==> config.mk <==
export PLATFORM = sky130hd
export DESIGN_NAME = vga_timing_gen
export DESIGN_NICKNAME = d
export VERILOG_FILES = /design/src/rtl/vga_timing_gen.sv
export SDC_FILE = /design/constraint.sdc
export NUM_CORES = 1
export LEC_CHECK = 0
export CAP_MARGIN = 20
export CORE_ASPECT_RATIO = 0.75
export CORE_MARGIN = 2
export CORE_UTILIZATION = 45
export DETAILED_ROUTE_END_ITERATION = 8
export HOLD_SLACK_MARGIN = 0.02
export PLACE_DENSITY = 0.7
export SKIP_LAST_GASP = 1
export SYNTH_ARGS = -nofsm -noshare
export SYNTH_HDL_FRONTEND = slang
export SYNTH_SLANG_ARGS = --single-unit
==> constraint.sdc <==
create_clock -name clk -period 4.34 [get_ports clk]
set_clock_uncertainty 0.15 [all_clocks]
set_input_delay 0.434 -clock clk [delete_from_list [all_inputs] [get_ports clk]]
set_output_delay 0.434 -clock clk [all_outputs]
set_load 0.01 [all_outputs]
==> src/rtl/vga_timing_gen.sv <==
// Parametrised VGA raster timing generator: clock divider, h/v raster counters, sync,
// blanking, coordinates and line/frame strobes. Define VGA_TIMING_FRAME_CNT_EN for frame_count.
module vga_timing_gen #(
    parameter int unsigned CLK_DIV = 4,
    parameter int unsigned CW      = 10,
    parameter int unsigned H_DISP  = 640,
    parameter int unsigned H_FP    = 16,
    parameter int unsigned H_SYNC  = 96,
    parameter int unsigned H_BP    = 48,
    parameter int unsigned V_DISP  = 480,
    parameter int unsigned V_FP    = 10,
    parameter int unsigned V_SYNC  = 2,
    parameter int unsigned V_BP    = 33,
    parameter int unsigned H_POL   = 0,
    parameter int unsigned V_POL   = 0,
    parameter int unsigned FC_W    = 16
) (
    input  logic          clk,
    input  logic          rst,
    input  logic          en,
    output logic          p_tick,
    output logic [CW-1:0] x,
    output logic [CW-1:0] y,
    output logic          hsync,
    output logic          vsync,
    output logic          video_on,
    output logic          line_start,
    output logic          frame_start
`ifdef VGA_TIMING_FRAME_CNT_EN
    ,
    output logic [FC_W-1:0] frame_count
`endif
);

    localparam int unsigned H_TOTAL  = H_DISP + H_FP + H_SYNC + H_BP;
    localparam int unsigned V_TOTAL  = V_DISP + V_FP + V_SYNC + V_BP;
    localparam int unsigned HS_START = H_DISP + H_FP;
    localparam int unsigned HS_END   = HS_START + H_SYNC;
    localparam int unsigned VS_START = V_DISP + V_FP;
    localparam int unsigned VS_END   = VS_START + V_SYNC;
    localparam int unsigned DIV_W    = (CLK_DIV > 1) ? $clog2(CLK_DIV) : 1;
    localparam logic        HS_ACT   = 1'(H_POL);
    localparam logic        VS_ACT   = 1'(V_POL);

    // Reject configurations whose counters could not hold a full line or frame.
    if ((CLK_DIV == 0) || (FC_W == 0) || ((2 ** CW) <= H_TOTAL) || ((2 ** CW) <= V_TOTAL)) begin : g_param_check
        $error("vga_timing_gen: illegal parameter set");
    end

    logic [DIV_W-1:0] div;
    logic             h_wrap;
    logic             v_wrap;
    logic [CW-1:0]    h_next;
    logic [CW-1:0]    v_next;
    logic             hs_region;
    logic             vs_region;
    logic             von_next;

    assign p_tick = en && (div == '0);

    // Next raster position; x/y are the counters themselves, so outputs stay aligned.
    always_comb begin
        h_wrap    = (x == CW'(H_TOTAL - 1));
        v_wrap    = h_wrap && (y == CW'(V_TOTAL - 1));
        h_next    = h_wrap ? '0 : x + CW'(1);
        v_next    = y;
        if (v_wrap) begin
            v_next = '0;
        end else if (h_wrap) begin
            v_next = y + CW'(1);
        end
        hs_region = (h_next >= CW'(HS_START)) && (h_next < CW'(HS_END));
        vs_region = (v_next >= CW'(VS_START)) && (v_next < CW'(VS_END));
        von_next  = (h_next < CW'(H_DISP)) && (v_next < CW'(V_DISP));
    end

    // Pixel-tick divider, frozen while en is low.
    always_ff @(posedge clk) begin
        if (rst) begin
            div <= '0;
        end else if (en) begin
            div <= (div == DIV_W'(CLK_DIV - 1)) ? '0 : div + DIV_W'(1);
        end
    end

    always_ff @(posedge clk) begin
        if (rst) begin
            x           <= '0;
            y           <= '0;
            hsync       <= ~HS_ACT;
            vsync       <= ~VS_ACT;
            video_on    <= 1'b1;
            line_start  <= 1'b0;
            frame_start <= 1'b0;
        end else begin
            line_start  <= p_tick && h_wrap;
            frame_start <= p_tick && v_wrap;
            if (p_tick) begin
                x        <= h_next;
                y        <= v_next;
                hsync    <= hs_region ? HS_ACT : ~HS_ACT;
                vsync    <= vs_region ? VS_ACT : ~VS_ACT;
                video_on <= von_next;
            end
        end
    end

`ifdef VGA_TIMING_FRAME_CNT_EN
    // Completed frames, stepping on the same edge that raises frame_start.
    always_ff @(posedge clk) begin
        if (rst) begin
            frame_count <= '0;
        end else if (p_tick && v_wrap) begin
            frame_count <= frame_count + FC_W'(1);
        end
    end
`endif

endmodule
==> impl_metrics.prom, run 1 <==
# TYPE chip_impl_metric gauge
chip_impl_metric{name="num_io_pins",unit=""} 29
chip_impl_metric{name="static-leakage-power",unit="µW"} 0.000625
chip_impl_metric{name="drt_wl_total",unit="µm"} 3700
chip_impl_metric{name="min_period_over_period",unit="%"} 68.4
chip_impl_info{name="worstSetupStartpointType",value="input pin"} 1
chip_impl_metric{name="worstMarginPinSlew",unit="ns"} 1.01
chip_impl_metric{name="max-slew-margin-rel",unit="%"} 32.7
chip_impl_metric{name="data_required_time_of_the_critical_path",unit="ns"} 3.76
chip_impl_info{name="outcome",value="finished clean"} 1
chip_impl_metric{name="antennaDiodeCount",unit=""} 0
chip_impl_metric{name="std_cell_rows",unit=""} 19
chip_impl_metric{name="synth_sequential_area_ratio",unit="%"} 32.7
chip_impl_metric{name="synthCells",unit=""} 218
chip_impl_info{name="rsz0062_at_grt",value="false"} 1
chip_impl_metric{name="period_needed",unit="ns"} 2.97
chip_impl_info{name="crit_type",value="input pin to output port"} 1
chip_impl_metric{name="hold_buffers",unit=""} 0
chip_impl_metric{name="finalWorstSetupSlack",unit="ns"} 1.37
chip_impl_metric{name="finalCoreUtilization",unit="%"} 54.9
chip_impl_metric{name="dieHeight",unit="µm"} 56.5
chip_impl_metric{name="largest_net_degree_at_the_start_of_global_routing",unit=""} 28
chip_impl_metric{name="arrival",unit="ns"} 2.39
chip_impl_metric{name="syn2layout_area_growth",unit="%"} 19.0
chip_impl_metric{name="avgViaCountPerCell",unit=""} 5.51
chip_impl_metric{name="initial_core_util",unit="%"} 46.1
chip_impl_metric{name="timing.fmax",unit="MHz"} 337
chip_impl_metric{name="design_power_total",unit="µW"} 438
chip_impl_metric{name="ir_worst_vdd",unit="mV"} 0.223
chip_impl_metric{name="ys_seq_elements",unit=""} 27
chip_impl_metric{name="floorplan.core_area",unit="mm²"} 0.00359
chip_impl_metric{name="post_drt_wl_per_cell",unit="µm"} 12.8
chip_impl_metric{name="maximum_buffer_depth_of_the_clock_tree",unit=""} 2
chip_impl_info{name="critPathCaptureType",value="output port"} 1
chip_impl_metric{name="totalNegativeSetupSlack",unit="ns"} 0
chip_impl_metric{name="first_global_vias",unit=""} 1288
chip_impl_metric{name="timing.final.setup_violations",unit=""} 0
chip_impl_metric{name="final_cell_area",unit="mm²"} 0.00197
chip_impl_metric{name="detail_placement_hpwl",unit="µm"} 2580
chip_impl_metric{name="via_count",unit=""} 1593
chip_impl_metric{name="cts_repair_resize_count",unit=""} 0
chip_impl_metric{name="synth.cell_area",unit="mm²"} 0.00166
chip_impl_metric{name="timing.max_cap.violations",unit=""} 0
chip_impl_metric{name="antenna_found_initial",unit=""} 0
chip_impl_info{name="cts_tree",value="yes"} 1
chip_impl_metric{name="num-nets-final",unit=""} 247
chip_impl_metric{name="whs_path_depth",unit=""} 2
chip_impl_metric{name="dr.pass1.iters",unit=""} 4
chip_impl_metric{name="postPlaceCellArea",unit="mm²"} 0.00193
chip_impl_metric{name="power_density",unit="mW/mm²"} 222
chip_impl_metric{name="timing_hold_violations_final",unit=""} 0
chip_impl_metric{name="chipWidth",unit="µm"} 74.0
chip_impl_metric{name="drive_above_1_share",unit="%"} 5.06
chip_impl_metric{name="port_buffers",unit=""} 28
chip_impl_metric{name="worst_skew_pair.late_latency",unit="ns"} 0.27
chip_impl_metric{name="number_of_nets_still_failing_antenna_checks_after_routing",unit=""} 0
chip_impl_metric{name="die-area",unit="mm²"} 0.00418
chip_impl_info{name="cell_at_the_root_of_the_clock_tree",value="sky130_fd_sc_hd__clkbuf_8"} 1
chip_impl_metric{name="drt_iter0_markers",unit=""} 90
chip_impl_metric{name="synth.lib_cells_used.distinct",unit=""} 48
chip_impl_info{name="min_path_type",value="flip-flop to flip-flop"} 1
chip_impl_metric{name="aggregate_global_route_resource_usage",unit="%"} 18.2
chip_impl_metric{name="worstPathMaxFanout",unit=""} 21
chip_impl_metric{name="finalMaxSlewViolations",unit=""} 0
chip_impl_metric{name="ys.warnings.count",unit=""} 0
chip_impl_metric{name="first_pass_grt_wire_length",unit="µm"} 6020
chip_impl_metric{name="cts_sinks",unit=""} 27
chip_impl_metric{name="cts_max_level",unit=""} 1
chip_impl_metric{name="synthesis.nets",unit=""} 227
chip_impl_metric{name="syn-mean-instance-area",unit="µm²"} 7.59
chip_impl_metric{name="timing.reg2reg.worst_path_depth",unit=""} 7
chip_impl_metric{name="post-cts-setup-buffer-count",unit=""} 0
chip_impl_metric{name="cts_made_buffers",unit=""} 3
chip_impl_metric{name="grt_overflow_total",unit=""} 0
chip_impl_metric{name="place_congestion",unit=""} 0.925
chip_impl_metric{name="setup_slack_after_placement",unit="ns"} 1.37
chip_impl_metric{name="detail_route.drc_violations",unit=""} 0
chip_impl_metric{name="cts.clk_slew.worst_paths",unit="ns"} 0.09
-- cells in the mapped netlist, drive strengths merged --
| cell type | count | area (µm²) |
|---|---|---|
| nand2 | 19 | 73.8 |
| or3 | 6 | 37.5 |
| a21oi | 25 | 125 |
| nor4 | 4 | 25.0 |
| and3 | 4 | 25.0 |
| nor4bb | 1 | 10.0 |
| a211oi | 2 | 20.0 |
| ha | 6 | 75.1 |
| nor3b | 1 | 7.51 |
| and4 | 2 | 17.5 |
| o21a | 1 | 7.51 |
| inv | 8 | 30.0 |
| nand4 | 5 | 31.3 |
| dfxtp | 27 | 541 |
| a31o | 1 | 8.76 |
| a31oi | 2 | 12.5 |
| nand2b | 3 | 18.8 |
| nand3b | 1 | 7.51 |
| buf | 7 | 55.1 |
| nor2b | 1 | 6.26 |
| xor2 | 2 | 17.5 |
| o21ai | 14 | 73.8 |
| nand4b | 1 | 8.76 |
| o2111ai | 1 | 8.76 |
| clkbuf | 7 | 27.5 |
| nor4b | 2 | 38.8 |
| nor3 | 13 | 65.1 |
| mux2i | 1 | 10.0 |
| o22ai | 2 | 12.5 |
| o2111a | 1 | 11.3 |
| a211o | 1 | 8.76 |
| nor2 | 28 | 108 |
| a41oi | 1 | 8.76 |
| or4 | 2 | 15.0 |
| xnor2 | 5 | 43.8 |
| nand3 | 10 | 55.1 |
| a21o | 1 | 7.51 |
-- path summary, 6_finish.rpt --
check / from / end / slack (ns)
max: en / p_tick / 1.37
min: y[8] / y[8] / 0.38
max reg2reg: x[0] / vsync / 1.63
min reg2reg: y[8] / y[8] / 0.38
-- placed cells by master (no fill, tap or decap), types with 3 or more instances in the layout --
master                             n
sky130_fd_sc_hd__a21oi_1          25
sky130_fd_sc_hd__and3_1            4
sky130_fd_sc_hd__clkbuf_8          3
sky130_fd_sc_hd__clkdlybuf4s50_1  28
sky130_fd_sc_hd__dfxtp_1          27
sky130_fd_sc_hd__ha_1              6
sky130_fd_sc_hd__inv_1             8
sky130_fd_sc_hd__nand2_1          18
sky130_fd_sc_hd__nand2b_1          3
sky130_fd_sc_hd__nand3_1           9
sky130_fd_sc_hd__nand4_1           5
sky130_fd_sc_hd__nor2_1           27
sky130_fd_sc_hd__nor3_1           13
sky130_fd_sc_hd__nor4_1            4
sky130_fd_sc_hd__o21ai_0          11
sky130_fd_sc_hd__or3_1             6
sky130_fd_sc_hd__xnor2_1           5
-- worst max-delay path, stage by stage --
cell and delay [ns]:
sky130_fd_sc_hd__clkdlybuf4s50_1 0.52, sky130_fd_sc_hd__nand2_1 0.38, sky130_fd_sc_hd__inv_1 0.44, sky130_fd_sc_hd__clkdlybuf4s50_1 0.61
-- stage by stage --
step | hold slack [ns] | cells
5_1_grt | 0.404 | 289
3_3_place_gp | 0.340 | 285
4_1_cts | 0.367 | 289
6_report | 0.376 | 289
2_1_floorplan | 0.337 | 218
3_5_place_dp | 0.352 | 285
-- cells by family (layout without fill, tap and decap cells) --
group | count (synthesis) | after routing | share of synthesized area (%)
multiplexers | 1 | 1 | 0.605
buffers and inverters | 22 | 41 | 6.80
AND/OR/NAND/NOR | 103 | 103 | 33.3
XOR/XNOR | 7 | 7 | 3.70
AO/OA/AOI/OAI | 52 | 52 | 18.4
adder cells (fa/ha/maj) | 6 | 6 | 4.54
flip-flops | 27 | 27 | 32.7
-- flip-flops by register name, summed over array words and instances (netlist names) --
name / flops
div: 2
frame_start: 1
video_on: 1
vsync: 1
line_start: 1
hsync: 1
x: 10
y: 10
-- layout make-up --
| class | count | area [µm²] |
|---|---|---|
| Fill cell | 355 | 1620 |
| Multi-Input combinational cell | 169 | 1000 |
| Timing Repair Buffer | 29 | 288 |
| Tap cell | 52 | 65.1 |
| Clock buffer | 4 | 45.0 |
| Sequential cell | 27 | 541 |
| Inverter | 8 | 30.0 |
-- per-layer routing --
metal,track usage [%],vias to the layer above,wire length (µm)
li1,-,817,-
met3,4.31,2,166
met5,0,-,0
met1,28.4,741,2000
met2,25.3,33,1520
met4,3.12,0,19
-- report_power, final --
part	switching (µW)	leakage (µW)	internal, µW	total (µW)
registers	6.70	0.000219	252	259
clock network	75.0	0.0000228	65.7	141
logic	22.6	0.000384	15.9	38.4
total	104	0.000625	334	438
Power figures use the tool's default switching activity.
==> inputs of run 2 (changes only) <==
==> constraint.sdc (replaced) <==
create_clock -name clk -period 2.9 [get_ports clk]
set_clock_uncertainty 0.15 [all_clocks]
set_input_delay 0.29 -clock clk [delete_from_list [all_inputs] [get_ports clk]]
set_output_delay 0.29 -clock clk [all_outputs]
set_load 0.01 [all_outputs]
==> impl_metrics.prom, run 2 (synthesis gave the netlist of run 1 again) <==
# TYPE chip_impl_metric gauge
chip_impl_info{name="outcome",value="finished clean"} 1
chip_impl_info{name="cell_at_the_root_of_the_clock_tree",value="sky130_fd_sc_hd__clkbuf_8"} 1
chip_impl_metric{name="grt_overflow_total",unit=""} 0
chip_impl_metric{name="antennaDiodeCount",unit=""} 0
chip_impl_metric{name="cts_max_level",unit=""} 1
chip_impl_info{name="worstSetupStartpointType",value="flip-flop"} 1
chip_impl_metric{name="ir_worst_vdd",unit="mV"} 0.346
chip_impl_metric{name="largest_net_degree_at_the_start_of_global_routing",unit=""} 27
chip_impl_metric{name="static-leakage-power",unit="µW"} 0.000656
chip_impl_metric{name="power_density",unit="mW/mm²"} 328
chip_impl_metric{name="finalWorstSetupSlack",unit="ns"} 0.495
chip_impl_metric{name="initial_core_util",unit="%"} 46.1
chip_impl_info{name="rsz0062_at_grt",value="false"} 1
chip_impl_metric{name="dr.pass1.iters",unit=""} 4
chip_impl_info{name="critPathCaptureType",value="flip-flop"} 1
chip_impl_info{name="crit_type",value="flip-flop to flip-flop"} 1
chip_impl_metric{name="port_buffers",unit=""} 28
chip_impl_metric{name="worst_skew_pair.late_latency",unit="ns"} 0.27
chip_impl_metric{name="syn2layout_area_growth",unit="%"} 21.8
chip_impl_metric{name="setup_slack_after_placement",unit="ns"} 0.539
chip_impl_metric{name="cts_sinks",unit=""} 27
chip_impl_metric{name="worstMarginPinSlew",unit="ns"} 0.413
chip_impl_info{name="cts_tree",value="yes"} 1
chip_impl_metric{name="die-area",unit="mm²"} 0.00418
chip_impl_metric{name="finalMaxSlewViolations",unit=""} 0
chip_impl_metric{name="drt_wl_total",unit="µm"} 3870
chip_impl_metric{name="worstPathMaxFanout",unit=""} 9
chip_impl_metric{name="post_drt_wl_per_cell",unit="µm"} 13.1
chip_impl_metric{name="chipWidth",unit="µm"} 74.0
chip_impl_metric{name="place_congestion",unit=""} 0.983
chip_impl_info{name="reg_top3",value="x x10, y x10, div x2"} 1
chip_impl_metric{name="fillCellCount",unit=""} 340
chip_impl_info{name="layout.cells.most_common",value="sky130_fd_sc_hd__clkdlybuf4s50_1"} 1
chip_impl_metric{name="dieHeight",unit="µm"} 56.5
chip_impl_metric{name="num_io_pins",unit=""} 29
chip_impl_metric{name="cts_made_buffers",unit=""} 3
chip_impl_metric{name="arrival",unit="ns"} 2.40
chip_impl_metric{name="first_global_vias",unit=""} 1295
chip_impl_metric{name="first_pass_grt_wire_length",unit="µm"} 6260
chip_impl_metric{name="totalNegativeSetupSlack",unit="ns"} 0
chip_impl_metric{name="avgViaCountPerCell",unit=""} 5.43
chip_impl_metric{name="final.hold.worst_slack",unit="ns"} 0.359
chip_impl_metric{name="post_layout_nonfiller_instances",unit=""} 295
chip_impl_metric{name="floorplan.core_area",unit="mm²"} 0.00359
chip_impl_metric{name="timing.max_cap.violations",unit=""} 0
chip_impl_metric{name="number_of_nets_still_failing_antenna_checks_after_routing",unit=""} 0
chip_impl_metric{name="aggregate_global_route_resource_usage",unit="%"} 19.1
chip_impl_metric{name="drt_iter0_markers",unit=""} 145
chip_impl_metric{name="timing.fmax",unit="MHz"} 416
chip_impl_metric{name="data_required_time_of_the_critical_path",unit="ns"} 2.89
chip_impl_metric{name="cts_repair_resize_count",unit=""} 0
chip_impl_metric{name="timing_hold_violations_final",unit=""} 0
chip_impl_metric{name="hold_buffers",unit=""} 0
chip_impl_metric{name="place.detailed.instances",unit=""} 291
chip_impl_metric{name="detail_placement_hpwl",unit="µm"} 2720
chip_impl_metric{name="std_cell_rows",unit=""} 19
chip_impl_metric{name="period_needed",unit="ns"} 2.41
chip_impl_metric{name="detail_route.drc_violations",unit=""} 0
chip_impl_info{name="mostFrequentLayoutCells",value="sky130_fd_sc_hd__clkdlybuf4s50_1 (28), sky130_fd_sc_hd__nor2_1 (27), sky130_fd_sc_hd__dfxtp_1 (27), sky130_fd_sc_hd__a21oi_1 (25), sky130_fd_sc_hd__nand2_1 (18)"} 1
chip_impl_metric{name="timing.final.setup_violations",unit=""} 0
chip_impl_metric{name="drive_above_1_share",unit="%"} 7.41
chip_impl_metric{name="antenna_found_initial",unit=""} 0
chip_impl_info{name="min_path_type",value="flip-flop to flip-flop"} 1
chip_impl_metric{name="num-nets-final",unit=""} 253
chip_impl_metric{name="maximum_buffer_depth_of_the_clock_tree",unit=""} 2
chip_impl_metric{name="post-cts-setup-buffer-count",unit=""} 0
chip_impl_metric{name="max-slew-margin-rel",unit="%"} 72.4
chip_impl_metric{name="min_period_over_period",unit="%"} 82.9
chip_impl_metric{name="cts.clk_slew.worst_paths",unit="ns"} 0.09
chip_impl_metric{name="via_count",unit=""} 1602
-- run 2: power breakdown --
| part | switching [µW] | internal, µW | total [µW] |
|---|---|---|---|
| sequential | 9.99 | 378 | 388 |
| combinational | 36.0 | 28.3 | 64.3 |
| clock | 111 | 98.3 | 209 |
-- run 2: through the flow --
step	util, %	total power (µW)	cell area, µm²
2_1_floorplan	-	432	1660
3_3_place_gp	54.9	460	1970
3_5_place_dp	54.9	461	1970
4_1_cts	56.2	672	2020
5_1_grt	56.2	688	2020
6_report	56.2	661	2020
-- run 2: layer usage --
metal / track usage, % / up-vias / wire (µm)
li1: - / 835 / -
met1: 30.1 / 728 / 1990
met2: 26.1 / 37 / 1640
met3: 4.31 / 2 / 217
met4: 3.90 / 0 / 25
met5: 0 / - / 0
-- run 2: critical path, stage by stage, from the launching register on --
cell	delay, ns
sky130_fd_sc_hd__dfxtp_1	0.47
sky130_fd_sc_hd__ha_1	0.26
sky130_fd_sc_hd__and4_1	0.28
sky130_fd_sc_hd__and3_1	0.37
sky130_fd_sc_hd__nand4_1	0.16
sky130_fd_sc_hd__xnor2_1	0.17
sky130_fd_sc_hd__nor4b_2	0.27
sky130_fd_sc_hd__a41oi_1	0.15
-- run 2: path summary, 6_finish.rpt --
kind	to	slack, ns	depth (start not counted)	from
max	vsync	0.49	7	x[0]
min	y[8]	0.36	2	y[8]
min reg2reg	y[8]	0.36	2	y[8]
max reg2reg	vsync	0.49	7	x[0]
-- run 2: layout make-up --
type                       instances  area, µm²  area share, %
sequential                        27        541           26.8
tap                               52       65.1           3.23
timing repair buffer              35        333           16.5
inverter                           8       30.0           1.49
multi-input combinational        169       1000           49.7
clock buffer                       4       45.0           2.23
